[src/rtl/fwd_operand_stage_if.sv]
// ID/EX operand-forwarding bus: ID-side decode inputs, live result buses, EX-side outputs.
// The slave modport is the stage itself; the master modport is the pipeline driving it.
interface fwd_operand_stage_if #(
    parameter int DATA_W = 32,
    parameter int ADDR_W = 5,
    parameter int CNT_W  = 16
);
    logic              id_valid;
    logic [ADDR_W-1:0] id_rs_addr;
    logic [ADDR_W-1:0] id_rt_addr;
    logic [DATA_W-1:0] id_rs_data;
    logic [DATA_W-1:0] id_rt_data;
    logic              idex_wr_en;
    logic [ADDR_W-1:0] idex_rd;
    logic              idex_is_load;
    logic              exmem_wr_en;
    logic [ADDR_W-1:0] exmem_rd;
    logic [DATA_W-1:0] exmem_result;
    logic [DATA_W-1:0] memwb_result;
    logic              ex_hold;
    logic              ex_flush;
    logic              hazard_stall;
    logic              ex_valid;
    logic [DATA_W-1:0] ex_op_a;
    logic [DATA_W-1:0] ex_op_b;
    logic [1:0]        ex_sel_a;
    logic [1:0]        ex_sel_b;
    logic [CNT_W-1:0]  stall_count;

    modport master (
        output id_valid, id_rs_addr, id_rt_addr, id_rs_data, id_rt_data,
               idex_wr_en, idex_rd, idex_is_load, exmem_wr_en, exmem_rd,
               exmem_result, memwb_result, ex_hold, ex_flush,
        input  hazard_stall, ex_valid, ex_op_a, ex_op_b, ex_sel_a, ex_sel_b,
               stall_count
    );

    modport slave (
        input  id_valid, id_rs_addr, id_rt_addr, id_rs_data, id_rt_data,
               idex_wr_en, idex_rd, idex_is_load, exmem_wr_en, exmem_rd,
               exmem_result, memwb_result, ex_hold, ex_flush,
        output hazard_stall, ex_valid, ex_op_a, ex_op_b, ex_sel_a, ex_sel_b,
               stall_count
    );
endinterface

[src/rtl/fwd_operand_stage.sv]
// Purpose: ID/EX forwarding-select pre-decode, load-use detection and EX operand mux.
// Latency: ID inputs registered in 1 cycle; EX operands follow live result buses combinationally.
// Backpressure: ex_hold freezes EX registers; load-use inserts a bubble and raises hazard_stall upstream.
module fwd_operand_stage #(
    parameter int DATA_W = 32,
    parameter int ADDR_W = 5,
    parameter int CNT_W  = 16
) (
    input logic                 clk,
    input logic                 rst_n,
    fwd_operand_stage_if.slave  bus
);

    localparam logic [1:0] SEL_RF    = 2'b00;
    localparam logic [1:0] SEL_EXMEM = 2'b01;
    localparam logic [1:0] SEL_MEMWB = 2'b10;
    localparam logic [1:0] SEL_ZERO  = 2'b11;

    logic              ex_valid_q;
    logic [1:0]        sel_a_q, sel_b_q;
    logic [DATA_W-1:0] rs_q, rt_q;
    logic [CNT_W-1:0]  cnt_q;
    logic [1:0]        sel_a_d, sel_b_d;
    logic              hazard;

    // Producer in ID/EX is checked first: it is younger than the one in EX/MEM.
    function automatic logic [1:0] dec_sel(
        input logic [ADDR_W-1:0] addr,
        input logic              idex_we,
        input logic [ADDR_W-1:0] idex_dst,
        input logic              exmem_we,
        input logic [ADDR_W-1:0] exmem_dst
    );
        if (addr == '0)
            return SEL_ZERO;
        else if (idex_we && (idex_dst == addr))
            return SEL_EXMEM;
        else if (exmem_we && (exmem_dst == addr))
            return SEL_MEMWB;
        else
            return SEL_RF;
    endfunction

    always_comb begin
        sel_a_d = dec_sel(bus.id_rs_addr, bus.idex_wr_en, bus.idex_rd,
                          bus.exmem_wr_en, bus.exmem_rd);
        sel_b_d = dec_sel(bus.id_rt_addr, bus.idex_wr_en, bus.idex_rd,
                          bus.exmem_wr_en, bus.exmem_rd);
        // Conservative: stalls on either address match even if the operand is unused.
        hazard  = bus.id_valid && bus.idex_is_load && bus.idex_wr_en &&
                  (bus.idex_rd != '0) &&
                  ((bus.idex_rd == bus.id_rs_addr) || (bus.idex_rd == bus.id_rt_addr));
    end

    always_ff @(posedge clk or negedge rst_n) begin
        if (!rst_n) begin
            ex_valid_q <= 1'b0;
            sel_a_q    <= SEL_RF;
            sel_b_q    <= SEL_RF;
            rs_q       <= '0;
            rt_q       <= '0;
        end else if (bus.ex_flush) begin
            ex_valid_q <= 1'b0;
            sel_a_q    <= SEL_RF;
            sel_b_q    <= SEL_RF;
        end else if (bus.ex_hold) begin
            ex_valid_q <= ex_valid_q;
        end else if (hazard) begin
            ex_valid_q <= 1'b0;
            sel_a_q    <= SEL_RF;
            sel_b_q    <= SEL_RF;
        end else begin
            ex_valid_q <= bus.id_valid;
            sel_a_q    <= sel_a_d;
            sel_b_q    <= sel_b_d;
            rs_q       <= bus.id_rs_data;
            rt_q       <= bus.id_rt_data;
        end
    end

    // Counts stall cycles independently of flush; only a downstream hold masks them.
    always_ff @(posedge clk or negedge rst_n) begin
        if (!rst_n)
            cnt_q <= '0;
        else if (hazard && !bus.ex_hold && (cnt_q != {CNT_W{1'b1}}))
            cnt_q <= cnt_q + {{(CNT_W-1){1'b0}}, 1'b1};
    end

    function automatic logic [DATA_W-1:0] op_mux(
        input logic [1:0]        sel,
        input logic [DATA_W-1:0] rf_val
    );
        case (sel)
            SEL_EXMEM: return bus.exmem_result;
            SEL_MEMWB: return bus.memwb_result;
            SEL_ZERO:  return '0;
            default:   return rf_val;
        endcase
    endfunction

    always_comb begin
        bus.ex_op_a = op_mux(sel_a_q, rs_q);
        bus.ex_op_b = op_mux(sel_b_q, rt_q);
    end

    assign bus.hazard_stall = hazard;
    assign bus.ex_valid     = ex_valid_q;
    assign bus.ex_sel_a     = sel_a_q;
    assign bus.ex_sel_b     = sel_b_q;
    assign bus.stall_count  = cnt_q;

endmodule
[src/flat_wrapper.sv]
// flat-port wrapper written by rule: the top's interface ports become plain ports
module fwd_operand_stage_flat 
#(
    parameter int DATA_W = 32,
    parameter int ADDR_W = 5,
    parameter int CNT_W  = 16
)
  (clk, rst_n, bus_id_valid, bus_id_rs_addr, bus_id_rt_addr, bus_id_rs_data, bus_id_rt_data, bus_idex_wr_en, bus_idex_rd, bus_idex_is_load, bus_exmem_wr_en, bus_exmem_rd, bus_exmem_result, bus_memwb_result, bus_ex_hold, bus_ex_flush, bus_hazard_stall, bus_ex_valid, bus_ex_op_a, bus_ex_op_b, bus_ex_sel_a, bus_ex_sel_b, bus_stall_count);
  fwd_operand_stage_if #(.DATA_W(DATA_W), .ADDR_W(ADDR_W), .CNT_W(CNT_W)) bus_i ();
  input logic clk;
  input logic rst_n;
  input wire logic [$bits(bus_i.id_valid)-1:0] bus_id_valid;
  input wire logic [$bits(bus_i.id_rs_addr)-1:0] bus_id_rs_addr;
  input wire logic [$bits(bus_i.id_rt_addr)-1:0] bus_id_rt_addr;
  input wire logic [$bits(bus_i.id_rs_data)-1:0] bus_id_rs_data;
  input wire logic [$bits(bus_i.id_rt_data)-1:0] bus_id_rt_data;
  input wire logic [$bits(bus_i.idex_wr_en)-1:0] bus_idex_wr_en;
  input wire logic [$bits(bus_i.idex_rd)-1:0] bus_idex_rd;
  input wire logic [$bits(bus_i.idex_is_load)-1:0] bus_idex_is_load;
  input wire logic [$bits(bus_i.exmem_wr_en)-1:0] bus_exmem_wr_en;
  input wire logic [$bits(bus_i.exmem_rd)-1:0] bus_exmem_rd;
  input wire logic [$bits(bus_i.exmem_result)-1:0] bus_exmem_result;
  input wire logic [$bits(bus_i.memwb_result)-1:0] bus_memwb_result;
  input wire logic [$bits(bus_i.ex_hold)-1:0] bus_ex_hold;
  input wire logic [$bits(bus_i.ex_flush)-1:0] bus_ex_flush;
  output wire logic [$bits(bus_i.hazard_stall)-1:0] bus_hazard_stall;
  output wire logic [$bits(bus_i.ex_valid)-1:0] bus_ex_valid;
  output wire logic [$bits(bus_i.ex_op_a)-1:0] bus_ex_op_a;
  output wire logic [$bits(bus_i.ex_op_b)-1:0] bus_ex_op_b;
  output wire logic [$bits(bus_i.ex_sel_a)-1:0] bus_ex_sel_a;
  output wire logic [$bits(bus_i.ex_sel_b)-1:0] bus_ex_sel_b;
  output wire logic [$bits(bus_i.stall_count)-1:0] bus_stall_count;
  assign bus_i.id_valid = bus_id_valid;
  assign bus_i.id_rs_addr = bus_id_rs_addr;
  assign bus_i.id_rt_addr = bus_id_rt_addr;
  assign bus_i.id_rs_data = bus_id_rs_data;
  assign bus_i.id_rt_data = bus_id_rt_data;
  assign bus_i.idex_wr_en = bus_idex_wr_en;
  assign bus_i.idex_rd = bus_idex_rd;
  assign bus_i.idex_is_load = bus_idex_is_load;
  assign bus_i.exmem_wr_en = bus_exmem_wr_en;
  assign bus_i.exmem_rd = bus_exmem_rd;
  assign bus_i.exmem_result = bus_exmem_result;
  assign bus_i.memwb_result = bus_memwb_result;
  assign bus_i.ex_hold = bus_ex_hold;
  assign bus_i.ex_flush = bus_ex_flush;
  assign bus_hazard_stall = bus_i.hazard_stall;
  assign bus_ex_valid = bus_i.ex_valid;
  assign bus_ex_op_a = bus_i.ex_op_a;
  assign bus_ex_op_b = bus_i.ex_op_b;
  assign bus_ex_sel_a = bus_i.ex_sel_a;
  assign bus_ex_sel_b = bus_i.ex_sel_b;
  assign bus_stall_count = bus_i.stall_count;
  fwd_operand_stage #(.DATA_W(DATA_W), .ADDR_W(ADDR_W), .CNT_W(CNT_W)) u_core (.clk(clk), .rst_n(rst_n), .bus(bus_i));
endmodule
[config.mk]
export PLATFORM = sky130hd
export DESIGN_NAME = fwd_operand_stage_flat
export DESIGN_NICKNAME = d
export VERILOG_FILES = /design/src/rtl/fwd_operand_stage_if.sv /design/src/rtl/fwd_operand_stage.sv /design/src/flat_wrapper.sv
export SDC_FILE = /design/constraint.sdc
export NUM_CORES = 1
export LEC_CHECK = 0
export BUFFER_PORTS_ARGS = -buffer_cell sky130_fd_sc_hd__buf_2
export CAP_MARGIN = 20
export CORE_UTILIZATION = 39
export CTS_BUF_LIST = sky130_fd_sc_hd__clkbuf_8
export CTS_CLUSTER_SIZE = 14
export DETAILED_ROUTE_END_ITERATION = 10
export HOLD_SLACK_MARGIN = 0.15
export PLACE_DENSITY = 0.66
export SLEW_MARGIN = 10
export SYNTH_ARGS = -nofsm -noshare
export SYNTH_HDL_FRONTEND = slang
export SYNTH_SLANG_ARGS = --single-unit
export TNS_END_PERCENT = 100
[constraint.sdc]
create_clock -name clk -period 2.25 [get_ports clk]
set_input_delay 0.225 -clock clk [delete_from_list [all_inputs] [get_ports clk]]
set_output_delay 0.225 -clock clk [all_outputs]
set_load 0.005 [all_outputs]
==> results.md, run 1 <==
- I/O pin count: 242
- Clock sink total: 85
- PwrDens: 544.2 nW/um^2
- FMAX: 0.4797 GHz
- Worst Path Arrival: 2.40 ns
- Via density: 4.957
- Syn nets: 647
- Vias in the first global route: 4940
- Worst Tran Pin Value: 0.7094 ns
- Largest net degree at the start of global routing: 47
- Placed cell areas: 6709 um^2
- CP Data Required Time: 2.56 ns
- Worst Skew: 0.0008508 ns
- Final Setup Violations: 0
- CP endpoint kind: flip-flop
- Min Tclk post-route: 2.085 ns
- Drt drc: 0
- Synth area leaders: dfrtp_1 (40%), mux2_4 (17%), mux2i_1 (12%), o21ai_0 (6.4%), nand2_1 (5.2%)
- Max H-tree Level: 3
- Max Slew Vio Count: 0
- Die Wd: 119.0 um
- CP Launch Type: input pin
- Ys flop type: dfrtp_1
- Ratio of cells with drive above 1 in the final layout: 43.63%
- Antenna violations before repair: 0
- Design Area, Final: 7604 um^2
- Post-CTS resize count: 0
- Slew headroom: 52.68%
- Gate Count Post-Synth: 490
- Yosys reg bits: 85
- Die area: 14170 um^2
- Tightest Hold Check Type: in2reg
- First-pass GRT wire length: 23890 um
- Synth Area per Inst: 10.90 um^2
- YS warnings: 0
- Top-area cell type share of the netlist area: 39.82%
- WL final: 15440 um
- Drt pass-1 iters: 5
- Chip height: 119.0 um
- Cell taking the most area after synthesis: dfrtp_1
- Number of synthesized flops with an enable pin: 0
- Final Cycle Share: 92.65%
- Worst vdd rail ir drop: 0.2733 mV
- Outcome: finished clean
- Cell variety after synth: 36
- Post-synth ARST share: 100.0%
- Placeable Area: 13300 um^2
- Cell area after synthesis: 5341 um^2
- Nets: 952
- Global placement routability congestion: 0.9091
- Fin. Hold Viols: 0
- GRT overflow: 0
- Routed length per placed instance: 15.80 um
- Sequential area share after synthesis: 39.82%
- Critical Path, Cell by Cell: buf_2 -> or4_1 -> o2111ai_1 -> o21bai_2 -> buf_4 -> nand3b_1 -> a21oi_1 -> dlygate4sd3_1
- Initial Util: 40.18%
- CTS clk-pin slew, worst paths: 0.08 ns
- Leakage power: 0.003617 uW
- First DRT Iteration DRCs: 233
- Max Cap Violations: 0
- Clk Tree Root Cell: clkbuf_8
- GR Util All Layers: 21.64%
- P&R area growth vs syn: 42.35%
- Worst-Skew Late Latency: 0.37 ns
- RSZ-0062 raised after global routing: no
- Slowest cell delay on critical path: 0.55 ns
- Port-buffer cells: 241
- Max Buffers Root-to-Sink: 2
- FP Rows: 42
- Post-detail-place hpwl: 11230 um
- Worst-path fanout max: 17
- R2R depth: 6
- Vias: 4843
- CTS tree: done
- Antenna-violating nets left: 0
- Num CTS Buffers: 9
- Setup TNS: 0 ns
- Critical path class: in2reg
- Hold path cells: 3
- CP max stage cell: dlygate4sd3_1
[sequential cells by signal (all words and copies together) (netlist names)]
signal / cells
u_core.bus.ex_valid: 1
u_core.bus.ex_sel_b: 2
u_core.rt_q: 32
u_core.bus.ex_sel_a: 2
u_core.rs_q: 32
u_core.bus.stall_count: 16
[critical path, delay by kind of cell]
kind | cells | cell delay (ns)
compound gates | 3 | 0.66
simple gates | 2 | 0.59
buf+inv | 3 | 0.93
[cell usage in the layout (no fill, tap or decap), types with 2 or more instances in the layout]
cell           Yosys  layout
nor2_1             4       4
nor2b_2            0       2
nand2b_1           2       2
or4_1              6       6
mux2i_1           64      64
clkbuf_8           0      13
nand3b_1           5       5
o31ai_1            2       2
inv_1              1       2
mux2_1             5       5
xor2_1            23      23
nand3_1            9       9
mux2_4            60      60
o21ai_0           68      68
and3_1             3       3
nor4_2             2       2
xnor2_1           12      12
dlygate4sd3_1      0      67
buf_2              0     240
a21oi_1            5       5
buf_12             7       3
nor3_2             2       2
nor3_1             3       3
dfrtp_1           85      83
nor4_1             7       7
nand2_1           74      74
nor2b_1            4       2
buf_4              0      18
dfrtp_2            0       2
[through the flow]
stage / hold slack, ns / power, uW / utilization [%] / setup slack (ns) / instances
6_report: 0.2022 / 4137 / 57.19 / 0.1655 / 977
5_1_grt: 0.2048 / 4381 / 57.17 / 0.04857 / 976
4_1_cts: 0.1760 / 4194 / 57.17 / 0.1483 / 976
3_5_place_dp: 0.2342 / 2911 / 50.46 / 0.02519 / 893
3_3_place_gp: 0.2268 / 2878 / 50.46 / 0.06261 / 893
2_1_floorplan: -0.07059 / 2417 / - / 0.2720 / 490
[timing repair]
item / 4_1_cts / 5_1_grt
setup endpoints to repair: 0 / 0
buffers inserted: 0 / 0
endpoints found under the hold margin: 104 / 0
hold buffers: 67 / 0
[cells by family after synthesis]
kind of cell | count (synthesis) | synth area share, %
AO/OA/AOI/OAI | 78 | 7.660
XOR/XNOR | 35 | 5.739
adder cells (fa/ha/maj) | 1 | 0.2342
buffers and inverters | 36 | 4.942
flip-flops | 85 | 39.82
multiplexers | 129 | 29.91
AND/OR/NAND/NOR | 126 | 11.69
[final cells by class]
cell class / instances / area, um^2
antenna: 1 / 2.502
clock buffer: 13 / 178.9
clock inverter: 3 / 42.54
fill: 1138 / 5692
inverter: 2 / 7.507
multi-input combinational: 369 / 2955
sequential: 85 / 2130
tap: 176 / 220.2
timing repair buffer: 328 / 2067
[worst paths after layout]
check	from	end	slack, ns
hold / removal	bus_ex_hold	u_core.bus.ex_sel_b[0]$_DFFE_PN0P_	0.20
max in group asynchronous	rst_n	u_core.bus.ex_sel_b[0]$_DFFE_PN0P_	1.24
setup reg to reg	u_core.bus.stall_count[7]$_DFFE_PN0P_	u_core.bus.stall_count[3]$_DFFE_PN0P_	0.18
hold reg to reg	u_core.bus.stall_count[9]$_DFFE_PN0P_	u_core.bus.stall_count[9]$_DFFE_PN0P_	0.50
min in group asynchronous	rst_n	u_core.rt_q[26]$_DFFE_PN0P_	0.37
setup / recovery	bus_idex_rd[1]	u_core.bus.ex_valid$_DFFE_PN0P_	0.17
[Yosys cell counts, types with 2 or more instances]
cell type / count
nor2b_1: 4
nor3_1: 3
nor2_1: 4
xnor2_1: 12
buf_1: 3
nor4_1: 7
nor3_2: 2
and3_1: 3
buf_6: 2
nand3b_1: 5
o21ai_0: 68
a21oi_1: 5
clkbuf_1: 22
nand2_1: 74
mux2i_1: 64
dfrtp_1: 85
mux2_4: 60
buf_12: 7
or4_1: 6
nand2b_1: 2
xor2_1: 23
nand3_1: 9
mux2_1: 5
nor4_2: 2
o31ai_1: 2
[layer usage]
metal | GRT usage (%) | up-vias | wire [um]
li1 | - | 2332 | -
met1 | 25.26 | 2267 | 6383
met2 | 37.79 | 217 | 7652
met3 | 5.364 | 27 | 1066
met4 | 8.703 | 0 | 333
met5 | 0 | - | 0
[where the power goes]
group          leakage, uW  internal [uW]  switching (uW)
clock             0.000117            633             531
sequential         0.00104           1710             125
combinational      0.00246            691             446
total              0.00362           3030            1100
Note: power is estimated with default switching activity, not from simulation.
==> run 2: changes to the inputs <==
--- a/config.mk
+++ b/config.mk
@@ -5,6 +5,7 @@
 export SDC_FILE = /design/constraint.sdc
 export NUM_CORES = 1
 export LEC_CHECK = 0
+export ABC_AREA = 1
 export BUFFER_PORTS_ARGS = -buffer_cell sky130_fd_sc_hd__buf_2
 export CAP_MARGIN = 20
 export CORE_UTILIZATION = 39
@@ -12,7 +13,7 @@
 export CTS_CLUSTER_SIZE = 14
 export DETAILED_ROUTE_END_ITERATION = 10
 export HOLD_SLACK_MARGIN = 0.15
-export PLACE_DENSITY = 0.66
+export PLACE_DENSITY = 0.67
 export SLEW_MARGIN = 10
 export SYNTH_ARGS = -nofsm -noshare
 export SYNTH_HDL_FRONTEND = slang
==> constraint.sdc (replaced) <==
create_clock -name clk -period 2.25 [get_ports clk]
set_input_delay 0.1125 -clock clk [delete_from_list [all_inputs] [get_ports clk]]
set_output_delay 0.1125 -clock clk [all_outputs]
set_load 0.005 [all_outputs]
==> run 2 against run 1 <==
  * Synthesized area down 3.5%
  * Fmax increased by 2.8%
  * Clock power shrank 7%
  * Die area is 3.4% lower
  * Clock skew increased by 0.0070 ns
  * Worst setup slack improved by 0.058 ns
  * Register-to-register slack better by 0.18 ns
  * Critical path type unchanged
  * Highest routed layer unchanged
==> results.md, run 2 <==
- Worst setup startpoint: bus_id_rs_addr[2]
- GRT overflow: 0
- Worst-Skew Late Latency: 0.36 ns
- HP Start: bus_id_rs_addr[4]
- I/O pin count: 242
- Placed cell areas: 6526 um^2
- GRT met1 Usage: 30.89%
- Busiest grt layer: met2
- Max H-tree Level: 3
- Ratio of cells with drive above 1 in the final layout: 25.63%
- M2 GR Usage: 45.25%
- Most frequent cell after synthesis: nand2_1
- CTS Hold Bufs: 70
- Cell variety after synth: 23
- PwrDens: 519.4 nW/um^2
- Worst-path fanout max: 66
- Final Cycle Share: 90.09%
- P&R area growth vs syn: 44.46%
- Clk Tree Root Cell: clkbuf_8
- Worst vdd rail ir drop: 0.2508 mV
- Tightest Hold Check Type: in2reg
- Num CTS Buffers: 9
- Vias in the first global route: 5433
- Worst Tran Pin Value: 0.7088 ns
- Met3 Use GR: 4.943%
- Drt pass-1 iters: 5
- Clock sink total: 85
- CTS tree: done
- Max Cap Violations: 0
- Top-area cell type share of the netlist area: 41.25%
- Fin. Hold Viols: 0
- Number of synthesized flops with an enable pin: 0
- CP endpoint kind: flip-flop
- Antenna-violating nets left: 0
- Post-detail-place hpwl: 12920 um
- Synth Area per Inst: 6.405 um^2
- Placeable Area: 12770 um^2
- Design Area, Final: 7448 um^2
- Cell taking the most area after synthesis: dfrtp_1
- Die area: 13680 um^2
- RSZ-0062 raised after global routing: no
- CP Launch Type: input pin
- Post-CTS setup buffers: 0
- First-pass GRT wire length: 26670 um
- Nets: 1264
- Final Setup Violations: 0
- Largest net degree at the start of global routing: 68
- Vias: 6075
- Worst Path Arrival: 2.33 ns
- CTS clk-pin slew, worst paths: 0.08 ns
- Die Wd: 117.0 um
- FMAX: 0.4933 GHz
- Post-synth ARST share: 100.0%
- Commonest non-fill, non-tap cell in the layout: nand2_1
- Syn nets: 962
- Port-buffer cells: 241
- Leakage power: 0.004250 uW
- Synth area leaders: dfrtp_1 (41%), nand2_1 (36%), nand3_1 (7.4%), inv_1 (2.6%), xor2_1 (2.0%)
- Sequential cell area: 2127 um^2
- CP Data Required Time: 2.55 ns
- Routed length per placed instance: 13.93 um
- YS warnings: 0
- Post-CTS resize count: 0
- Max Buffers Root-to-Sink: 2
- Cell area after synthesis: 5156 um^2
- Drt drc: 0
- Outcome: finished clean
- Antenna violations before repair: 2
- Via density: 4.724
- Worst Skew: 0.007805 ns
- FP Rows: 41
- First DRT Iteration DRCs: 401
- Setup TNS: 0 ns
- Max Slew Vio Count: 0
- Yosys reg bits: 85
- Reg2Reg Launch Point: u_core.bus.stall_count[0]$_DFFE_PN0P_
- Initial Util: 40.37%
- WL final: 17920 um
- Critical path class: in2reg
- Filler Cells Inserted: 1286
- Slew headroom: 52.75%
- GR Util All Layers: 25.61%
- Ys flop type: dfrtp_1
- Chip height: 117.0 um
- Area of the multi-input gates: 2710 um^2
- Commonest cells post-synth: nand2_1 (500), dfrtp_1 (85), nand3_1 (76)
- Global placement routability congestion: 0.8988
- Most frequent cells in the layout: nand2_1 (500), buf_2 (240), dfrtp_1 (85)
- Sequential area share after synthesis: 41.25%
- Min Tclk post-route: 2.027 ns
- Gate Count Post-Synth: 805
## run 2: logic make-up after synthesis
family	count (synthesis)	synth area share, %
AOI/OAI and AO/OA	5	0.5337
xor gates and xnor gates	19	3.227
and+or+nand+nor	623	48.31
adders and majority gates	1	0.2426
buffers and inverters	72	6.431
DFF	85	41.25
## run 2: worst paths after layout
check | slack, ns | to | cells past startpoint
min reg2reg | 0.48 | u_core.rt_q[24]$_DFFE_PN0P_ | 2
min | 0.17 | u_core.bus.ex_sel_a[0]$_DFFE_PN0P_ | 4
min in group asynchronous | 0.31 | u_core.rt_q[13]$_DFFE_PN0P_ | 2
max reg2reg | 0.36 | u_core.bus.stall_count[0]$_DFFE_PN0P_ | 9
max | 0.22 | u_core.rt_q[14]$_DFFE_PN0P_ | 13
max in group asynchronous | 1.33 | u_core.bus.stall_count[3]$_DFFE_PN0P_ | 3
## run 2: cell type report
type,instances,share of cell area (%)
inverter,38,1.915
clock inverter,3,0.2352
sequential,85,28.56
timing repair buffer,325,27.55
clock buffer,13,2.402
multi-input combinational,648,36.39
antenna,2,0.06719
tap,172,2.889
## run 2: stage by stage
step / total power, uW / setup WS (ns) / hold slack, ns / util, % / instances
floorplan: 2235 / 0.5822 / -0.1831 / - / 805
global placement: 2712 / 0.2176 / 0.1765 / 51.09 / 1197
detailed placement: 2719 / 0.2085 / 0.1792 / 51.09 / 1197
CTS: 3897 / 0.04516 / 0.1544 / 58.12 / 1283
global route: 4117 / 0.05241 / 0.2010 / 58.31 / 1286
finish: 3869 / 0.2230 / 0.1749 / 58.31 / 1286
## run 2: per-layer routing
metal	share of wire (%)	wire (um)
met1	44	7803
met3	5.8	1031
met2	49	8770
met5	0	0
met4	1.8	314
## run 2: power by group
| group | internal [uW] | leakage, uW | switching (uW) |
|---|---|---|---|
| sequential | 1680 | 0.00108 | 92.1 |
| clock | 519 | 0.000101 | 557 |
| combinational | 497 | 0.00307 | 519 |
| total | 2700 | 0.00425 | 1170 |
## run 2: critical path, stage by stage
cell,delay (ns)
dlygate4sd3_1,0.52
buf_2,0.14
inv_1,0.06
nand2_1,0.05
nand2_1,0.07
nor2_2,0.13
nand3_1,0.13
nand2_2,0.13
nand2_2,0.08
nand2_2,0.07
buf_4,0.56
nand2_1,0.14
nand2_1,0.10
